$ cat src/rtl/screen_arb_pkg.sv
// Shared types and constants for the screen framebuffer arbiter.
package screen_arb_pkg;

    localparam int unsigned SCREEN_ADDR_W = 13;
    localparam int unsigned SCREEN_DATA_W = 16;
    localparam int unsigned FB_BASE       = 16384;
    localparam int unsigned FB_SIZE       = 8192;

    typedef enum logic [1:0] {
        IDLE     = 2'd0,
        RD       = 2'd1,
        WR       = 2'd2,
        FORCE_WR = 2'd3
    } arb_state_e;

    function automatic logic is_write_grant(input arb_state_e grant);
        return (grant == WR) || (grant == FORCE_WR);
    endfunction

endpackage

$ cat src/rtl/screen_wr_fifo.sv
// CPU write buffer for the screen arbiter: synchronous FIFO of {address, data}.
// With SCREEN_ARB_COALESCE_EN defined, a write hitting the tail address overwrites the tail data.
module screen_wr_fifo
    import screen_arb_pkg::*;
#(
    parameter int unsigned ADDR_W = SCREEN_ADDR_W,
    parameter int unsigned DATA_W = SCREEN_DATA_W,
    parameter int unsigned DEPTH  = 4
) (
    input  logic                         clk,
    input  logic                         reset,
    input  logic                         wr_req_i,
    input  logic [ADDR_W-1:0]            wr_addr_i,
    input  logic [DATA_W-1:0]            wr_data_i,
    input  logic                         pop_i,
    output logic [ADDR_W-1:0]            head_addr_o,
    output logic [DATA_W-1:0]            head_data_o,
    output logic                         tail_match_o,
    output logic [$clog2(DEPTH+1)-1:0]   count_o,
    output logic                         full_o,
    output logic                         empty_o,
    output logic                         drop_o
);

    localparam int unsigned PTR_W = $clog2(DEPTH);
    localparam int unsigned CNT_W = $clog2(DEPTH + 1);

    logic [ADDR_W-1:0] addr_mem_q [DEPTH];
    logic [DATA_W-1:0] data_mem_q [DEPTH];
    logic [PTR_W-1:0]  wr_ptr_q, wr_ptr_d;
    logic [PTR_W-1:0]  rd_ptr_q, rd_ptr_d;
    logic [CNT_W-1:0]  count_q, count_d;
    logic [PTR_W-1:0]  tail_ptr_s;
    logic              full_s;
    logic              empty_s;
    logic              coalesce_s;
    logic              push_s;

    assign full_s       = (count_q == CNT_W'(DEPTH));
    assign empty_s      = (count_q == {CNT_W{1'b0}});
    assign tail_ptr_s   = wr_ptr_q - PTR_W'(1);
    assign tail_match_o = !empty_s && (addr_mem_q[tail_ptr_s] == wr_addr_i);

    // Write acceptance: coalesce into the tail, push a new entry, or drop
    always_comb begin
        coalesce_s = 1'b0;
        push_s     = 1'b0;
        drop_o     = 1'b0;
`ifdef SCREEN_ARB_COALESCE_EN
        // The tail must survive this cycle's pop for the overwrite to land
        if (wr_req_i && tail_match_o && !((count_q == CNT_W'(1)) && pop_i)) begin
            coalesce_s = 1'b1;
        end else begin
            coalesce_s = 1'b0;
        end
`endif
        if (wr_req_i && !coalesce_s) begin
            push_s = !full_s;
            drop_o = full_s;
        end else begin
            push_s = 1'b0;
            drop_o = 1'b0;
        end
    end

    // Pointer and occupancy next state
    always_comb begin
        wr_ptr_d = push_s ? (wr_ptr_q + PTR_W'(1)) : wr_ptr_q;
        rd_ptr_d = pop_i  ? (rd_ptr_q + PTR_W'(1)) : rd_ptr_q;
        count_d  = count_q;
        case ({push_s, pop_i})
            2'b10:   count_d = count_q + CNT_W'(1);
            2'b01:   count_d = count_q - CNT_W'(1);
            default: count_d = count_q;
        endcase
    end

    // Pointer and occupancy registers
    always_ff @(posedge clk) begin
        if (reset) begin
            wr_ptr_q <= {PTR_W{1'b0}};
            rd_ptr_q <= {PTR_W{1'b0}};
            count_q  <= {CNT_W{1'b0}};
        end else begin
            wr_ptr_q <= wr_ptr_d;
            rd_ptr_q <= rd_ptr_d;
            count_q  <= count_d;
        end
    end

    // Entry storage; contents need no reset since occupancy gates every read
    always_ff @(posedge clk) begin
        if (push_s) begin
            addr_mem_q[wr_ptr_q] <= wr_addr_i;
            data_mem_q[wr_ptr_q] <= wr_data_i;
        end else if (coalesce_s) begin
            data_mem_q[tail_ptr_s] <= wr_data_i;
        end
    end

    assign head_addr_o = addr_mem_q[rd_ptr_q];
    assign head_data_o = data_mem_q[rd_ptr_q];
    assign count_o     = count_q;
    assign full_o      = full_s;
    assign empty_o     = empty_s;

endmodule

$ cat src/rtl/screen_arbiter.sv
// Single-port framebuffer arbiter: display reads win, buffered CPU writes are forced
// through after STARVE_LIMIT denied cycles. Optional macro: SCREEN_ARB_COALESCE_EN.
module screen_arbiter
    import screen_arb_pkg::*;
#(
    parameter int unsigned ADDR_W       = SCREEN_ADDR_W,
    parameter int unsigned DATA_W       = SCREEN_DATA_W,
    parameter int unsigned FIFO_DEPTH   = 4,
    parameter int unsigned STARVE_LIMIT = 8
) (
    input  logic              clk,
    input  logic              reset,
    input  logic              cpu_we,
    input  logic [ADDR_W-1:0] cpu_address,
    input  logic [DATA_W-1:0] cpu_data,
    output logic              cpu_full,
    output logic              cpu_overflow,
    input  logic              disp_req,
    input  logic [ADDR_W-1:0] disp_address,
    output logic              disp_ack,
    output logic [DATA_W-1:0] disp_data,
    output logic              disp_valid,
    output logic [ADDR_W-1:0] ram_address,
    output logic [DATA_W-1:0] ram_d,
    output logic              ram_we,
    input  logic [DATA_W-1:0] ram_q
);

    localparam int unsigned STV_W = $clog2(STARVE_LIMIT + 1);
    localparam int unsigned CNT_W = $clog2(FIFO_DEPTH + 1);
    localparam logic [STV_W-1:0] STARVE_MAX = STV_W'(STARVE_LIMIT);

    if ((FIFO_DEPTH < 2) || ((FIFO_DEPTH & (FIFO_DEPTH - 1)) != 0)) begin : g_bad_depth
        $error("FIFO_DEPTH must be a power of 2 and at least 2");
    end
    if ((64'd1 << ADDR_W) > 64'(FB_SIZE)) begin : g_bad_addr
        $error("ADDR_W exceeds the framebuffer size");
    end

    arb_state_e        state_q, grant_s;
    logic [STV_W-1:0]  starve_q, starve_d;
    logic [ADDR_W-1:0] ram_address_q, ram_address_d;
    logic [DATA_W-1:0] ram_d_q, ram_d_d;
    logic              ram_we_q, ram_we_d;
    logic              disp_valid_q, disp_valid_d;
    logic              overflow_q, overflow_d;

    logic [ADDR_W-1:0] fifo_head_addr_s;
    logic [DATA_W-1:0] fifo_head_data_s;
    logic              fifo_tail_match_s;
    logic [CNT_W-1:0]  fifo_count_s;
    logic              fifo_full_s;
    logic              fifo_empty_s;
    logic              fifo_drop_s;
    logic              pop_s;
    // Occupancy and tail compare are status only at this level
    logic              fifo_status_unused_s;

    assign fifo_status_unused_s = ^{fifo_count_s, fifo_tail_match_s};

    screen_wr_fifo #(
        .ADDR_W (ADDR_W),
        .DATA_W (DATA_W),
        .DEPTH  (FIFO_DEPTH)
    ) u_wr_fifo (
        .clk          (clk),
        .reset        (reset),
        .wr_req_i     (cpu_we),
        .wr_addr_i    (cpu_address),
        .wr_data_i    (cpu_data),
        .pop_i        (pop_s),
        .head_addr_o  (fifo_head_addr_s),
        .head_data_o  (fifo_head_data_s),
        .tail_match_o (fifo_tail_match_s),
        .count_o      (fifo_count_s),
        .full_o       (fifo_full_s),
        .empty_o      (fifo_empty_s),
        .drop_o       (fifo_drop_s)
    );

    // Grant decision for this cycle; nothing is granted while reset is held
    always_comb begin
        grant_s = IDLE;
        if (reset) begin
            grant_s = IDLE;
        end else if (!fifo_empty_s && (starve_q == STARVE_MAX)) begin
            grant_s = FORCE_WR;
        end else if (disp_req) begin
            grant_s = RD;
        end else if (!fifo_empty_s) begin
            grant_s = WR;
        end else begin
            grant_s = IDLE;
        end
    end

    assign pop_s    = is_write_grant(grant_s);
    assign disp_ack = (grant_s == RD);

    // Next state for starvation counter, RAM port, read pipeline and overflow flag
    always_comb begin
        starve_d      = starve_q;
        ram_address_d = ram_address_q;
        ram_d_d       = ram_d_q;
        ram_we_d      = 1'b0;
        disp_valid_d  = (state_q == RD);
        overflow_d    = overflow_q | fifo_drop_s;

        if (fifo_empty_s || pop_s) begin
            starve_d = {STV_W{1'b0}};
        end else if (starve_q != STARVE_MAX) begin
            starve_d = starve_q + STV_W'(1);
        end else begin
            starve_d = starve_q;
        end

        case (grant_s)
            RD: begin
                ram_address_d = disp_address;
                ram_we_d      = 1'b0;
            end
            WR, FORCE_WR: begin
                ram_address_d = fifo_head_addr_s;
                ram_d_d       = fifo_head_data_s;
                ram_we_d      = 1'b1;
            end
            IDLE: begin
                ram_we_d = 1'b0;
            end
            default: begin
                ram_we_d = 1'b0;
            end
        endcase
    end

    // Grant, RAM port and read pipeline registers
    always_ff @(posedge clk) begin
        if (reset) begin
            state_q       <= IDLE;
            starve_q      <= {STV_W{1'b0}};
            ram_address_q <= {ADDR_W{1'b0}};
            ram_d_q       <= {DATA_W{1'b0}};
            ram_we_q      <= 1'b0;
            disp_valid_q  <= 1'b0;
            overflow_q    <= 1'b0;
        end else begin
            state_q       <= grant_s;
            starve_q      <= starve_d;
            ram_address_q <= ram_address_d;
            ram_d_q       <= ram_d_d;
            ram_we_q      <= ram_we_d;
            disp_valid_q  <= disp_valid_d;
            overflow_q    <= overflow_d;
        end
    end

    // The RAM presents read data one cycle after the address, i.e. in the valid cycle
    assign disp_data    = disp_valid_q ? ram_q : {DATA_W{1'b0}};
    assign disp_valid   = disp_valid_q;
    assign ram_address  = ram_address_q;
    assign ram_d        = ram_d_q;
    assign ram_we       = ram_we_q;
    assign cpu_full     = fifo_full_s;
    assign cpu_overflow = overflow_q;

endmodule

$ cat config.mk
export PLATFORM = sky130hd
export DESIGN_NAME = screen_arbiter
export DESIGN_NICKNAME = d
export VERILOG_FILES = /design/src/rtl/screen_arb_pkg.sv /design/src/rtl/screen_wr_fifo.sv /design/src/rtl/screen_arbiter.sv
export SDC_FILE = /design/constraint.sdc
export NUM_CORES = 1
export LEC_CHECK = 0
export BUFFER_PORTS_ARGS = -buffer_cell sky130_fd_sc_hd__buf_2
export CAP_MARGIN = 20
export CORE_UTILIZATION = 58
export CTS_BUF_LIST = sky130_fd_sc_hd__clkbuf_4 sky130_fd_sc_hd__clkbuf_8
export DETAILED_ROUTE_END_ITERATION = 6
export PLACE_DENSITY = 0.88
export SLEW_MARGIN = 20
export SYNTH_ARGS = -nofsm -noshare
export SYNTH_HDL_FRONTEND = slang
export SYNTH_SLANG_ARGS = --single-unit
$ cat constraint.sdc
create_clock -name clk -period 3.2 [get_ports clk]
set_input_delay 0.48 -clock clk [delete_from_list [all_inputs] [get_ports clk]]
set_output_delay 0.48 -clock clk [all_outputs]
set_load 0.01 [all_outputs]
==> results.sh <==
export IMPL_grt_overflow_total=0
export IMPL_critical_path_class="reg -> out"
export IMPL_maxCapViolCount=0
export IMPL_clkLatencyLatePin_ns=0.44
export IMPL_hold_viol=0
export IMPL_initial_utilization=0.595
export IMPL_rsz0062_at_grt="false"
export IMPL_clockBufferDepth=2
export IMPL_finalSetupViolations=0
export IMPL_hp_class="in -> reg"
export IMPL_r2r_start="u_wr_fifo.count_o[2]"
export IMPL_root_buffer="clkbuf_8"
export IMPL_synth_seq_cells=163
export IMPL_cts_sinks=163
export IMPL_reg2reg_depth=10
export IMPL_vias_per_cell=5.82
export IMPL_whs_path_depth=1
export IMPL_clkTransAtPathRegs_ns=0.10
export IMPL_worstPathRequired_ns=2.72
export IMPL_gp_congestion=0.741
export IMPL_finalCritPeriodShare=0.876
export IMPL_total_leakage_power_nw=3.02
export IMPL_report_final_slew_viol_count=0
export IMPL_dp_hpwl_mm=8.20
export IMPL_power_density_nw_per_um2=665
export IMPL_yosysSeqAreaShare=0.689
export IMPL_drive_above_1_share=0.369
export IMPL_cts_setup_buffers=0
export IMPL_antenna_found_initial=1
export IMPL_ys_top_cells_by_area="edfxtp_1, dfxtp_1, mux4_2"
export IMPL_fmax_mhz=357
export IMPL_die_w_um=107
export IMPL_tns_ns=0
export IMPL_worst_slew_pin_slew_ns=0.892
export IMPL_slew_headroom=0.405
export IMPL_yosysTopAreaCellShare=0.543
export IMPL_grt_max_degree=34
export IMPL_n_fill_cell=667
export IMPL_die_y_um=107
export IMPL_r2r_end="u_wr_fifo.count_o[2]"
export IMPL_ff2ff_setup_slack_ns=0.72
export IMPL_ctsHoldBuffers=0
export IMPL_netlist_instances=394
export IMPL_syn_nets=464
export IMPL_yosysWarnings=0
export IMPL_cts_tree="yes"
export IMPL_drt_pass1_iterations=5
export IMPL_final_util=0.697
export IMPL_grt_pass1_vias=3932
export IMPL_final_cell_mix="edfxtp_1, buf_2, dfxtp_1"
export IMPL_end_kind="output pin"
export IMPL_min_to="u_wr_fifo.data_mem_q[2][10]"
export IMPL_dieArea_um2=11500
export IMPL_grt_pass1_wl_mm=19.5
export IMPL_min_from="cpu_data[10]"
export IMPL_htreeDepth=4
export IMPL_ys_types=37
export IMPL_port_buffers=111
export IMPL_critical_path_arrival_ns=2.32
export IMPL_synthesis_area_um2=6420
export IMPL_drtIter0Drc=272
export IMPL_finalWirelength_mm=12.7
export IMPL_layout_nets=578
export IMPL_syn_avg_cell_area_um2=16.3
export IMPL_status="finished clean"
export IMPL_drc=0
export IMPL_core_area_um2=10800
export IMPL_routedWlPerCell_um=19.2
export IMPL_cts_resized=0
export IMPL_layout_cells_most_common="edfxtp_1"
export IMPL_crit_path_start_kind="flop"
export IMPL_period_needed_ns=2.80
export IMPL_area_delta_synth_final_pct=17.2
export IMPL_finalClockSkew_ns=0.0120
export IMPL_ios=112
export IMPL_peakVddDrop_mv=0.445
export IMPL_cts_buffers=17
export IMPL_yosysTopAreaCell="edfxtp_1"
export IMPL_antenna_left=0
export IMPL_critPathMaxFanout=20
export IMPL_rows=38
export IMPL_num_vias=3844
export IMPL_num_antenna_cells=0
export IMPL_grt_usage=0.233
==> Yosys cell counts, drive strengths merged <==
cell type / instances
nor2: 29
mux4: 29
a221o: 13
xnor2: 1
xor2: 3
a21oi: 8
ha: 7
clkbuf: 10
o21ai: 3
and2: 16
nand3: 3
clkinv: 1
nand2b: 17
mux2: 3
and3b: 1
a211oi: 3
nor2b: 2
o211a: 1
nor3b: 1
nand3b: 1
or3: 3
and3: 17
fa: 1
edfxtp: 116
a211o: 16
nor3: 17
inv: 11
buf: 13
dfxtp: 47
or3b: 1
==> cell families (layout without fill, tap and decap cells) <==
logic type               Yosys count  count (layout)  synth area share
adder cells (fa/ha/maj)            8               8            0.0168
XOR/XNOR                           4               4           0.00546
AO/OA/AOI/OAI                     44              44            0.0592
multiplexers                      32              32             0.109
flip-flops                       163             163             0.689
AND/OR/NAND/NOR                  108             108            0.0930
buffers and inverters             35             162            0.0277
==> through the flow <==
stage / cells / power [mW] / hold slack [ns] / area, um2 / setup WS (ns)
floorplan: 394 / 3.18 / 0.372 / 6420 / 0.794
global placement: 629 / 3.42 / 0.394 / 7100 / 0.933
detailed placement: 629 / 3.47 / 0.392 / 7100 / 0.783
CTS: 661 / 5.02 / 0.228 / 7520 / 0.419
global route: 661 / 5.18 / 0.227 / 7520 / 0.303
finish: 661 / 5.00 / 0.247 / 7520 / 0.398
==> state kept, by name (all words and copies together) (netlist names), named ones only <==
name and count:
cpu_overflow 1, u_wr_fifo.data_mem_q 64, state_q 2, ram_we 1, ram_address 13, ram_d 16, starve_q 4, u_wr_fifo.count_o 3
u_wr_fifo.addr_mem_q 52, u_wr_fifo.rd_ptr_q 2, u_wr_fifo.wr_ptr_q 2, disp_valid 1
==> per-layer routing <==
metal,routed length [um],global-route usage
met4,296,0.114
met2,6590,0.404
met3,850,0.0535
met1,4940,0.275
met5,11,0
==> where the power goes <==
part / total (mW) / internal (mW) / switching [mW] / leakage [nW]
clock: 1.58 / 0.794 / 0.783 / 0.211
sequential: 2.59 / 2.45 / 0.136 / 1.45
combinational: 0.835 / 0.398 / 0.436 / 1.36
==> worst max-delay path, cell delays in order, from the launching register on <==
cell and delay, ns:
dfxtp_1 0.41, inv_1 0.06, ha_1 0.21, and3b_1 0.46, a21oi_4 0.53, buf_2 0.22
==> worst max-delay path by stage <==
stage / from / to
after floorplan: starve_q[0] / u_wr_fifo.count_o[2]
after global placement: u_wr_fifo.count_o[2] / u_wr_fifo.count_o[2]
after detailed placement: u_wr_fifo.count_o[2] / u_wr_fifo.count_o[2]
after CTS: starve_q[0] / disp_ack
after global routing: starve_q[0] / disp_ack
final: starve_q[0] / disp_ack
==> layout make-up <==
type                    instances  area (um2)  share of cell area
multi-input cells             196        1830               0.243
repair buffers                118         621              0.0825
flip-flops and latches        163        4420               0.588
inverters                      12        45.0             0.00599
clock buffers                  17         234              0.0311
well taps                     140         175              0.0233
clock inverters                15         194              0.0258
(Power assumes the default switching activity.)
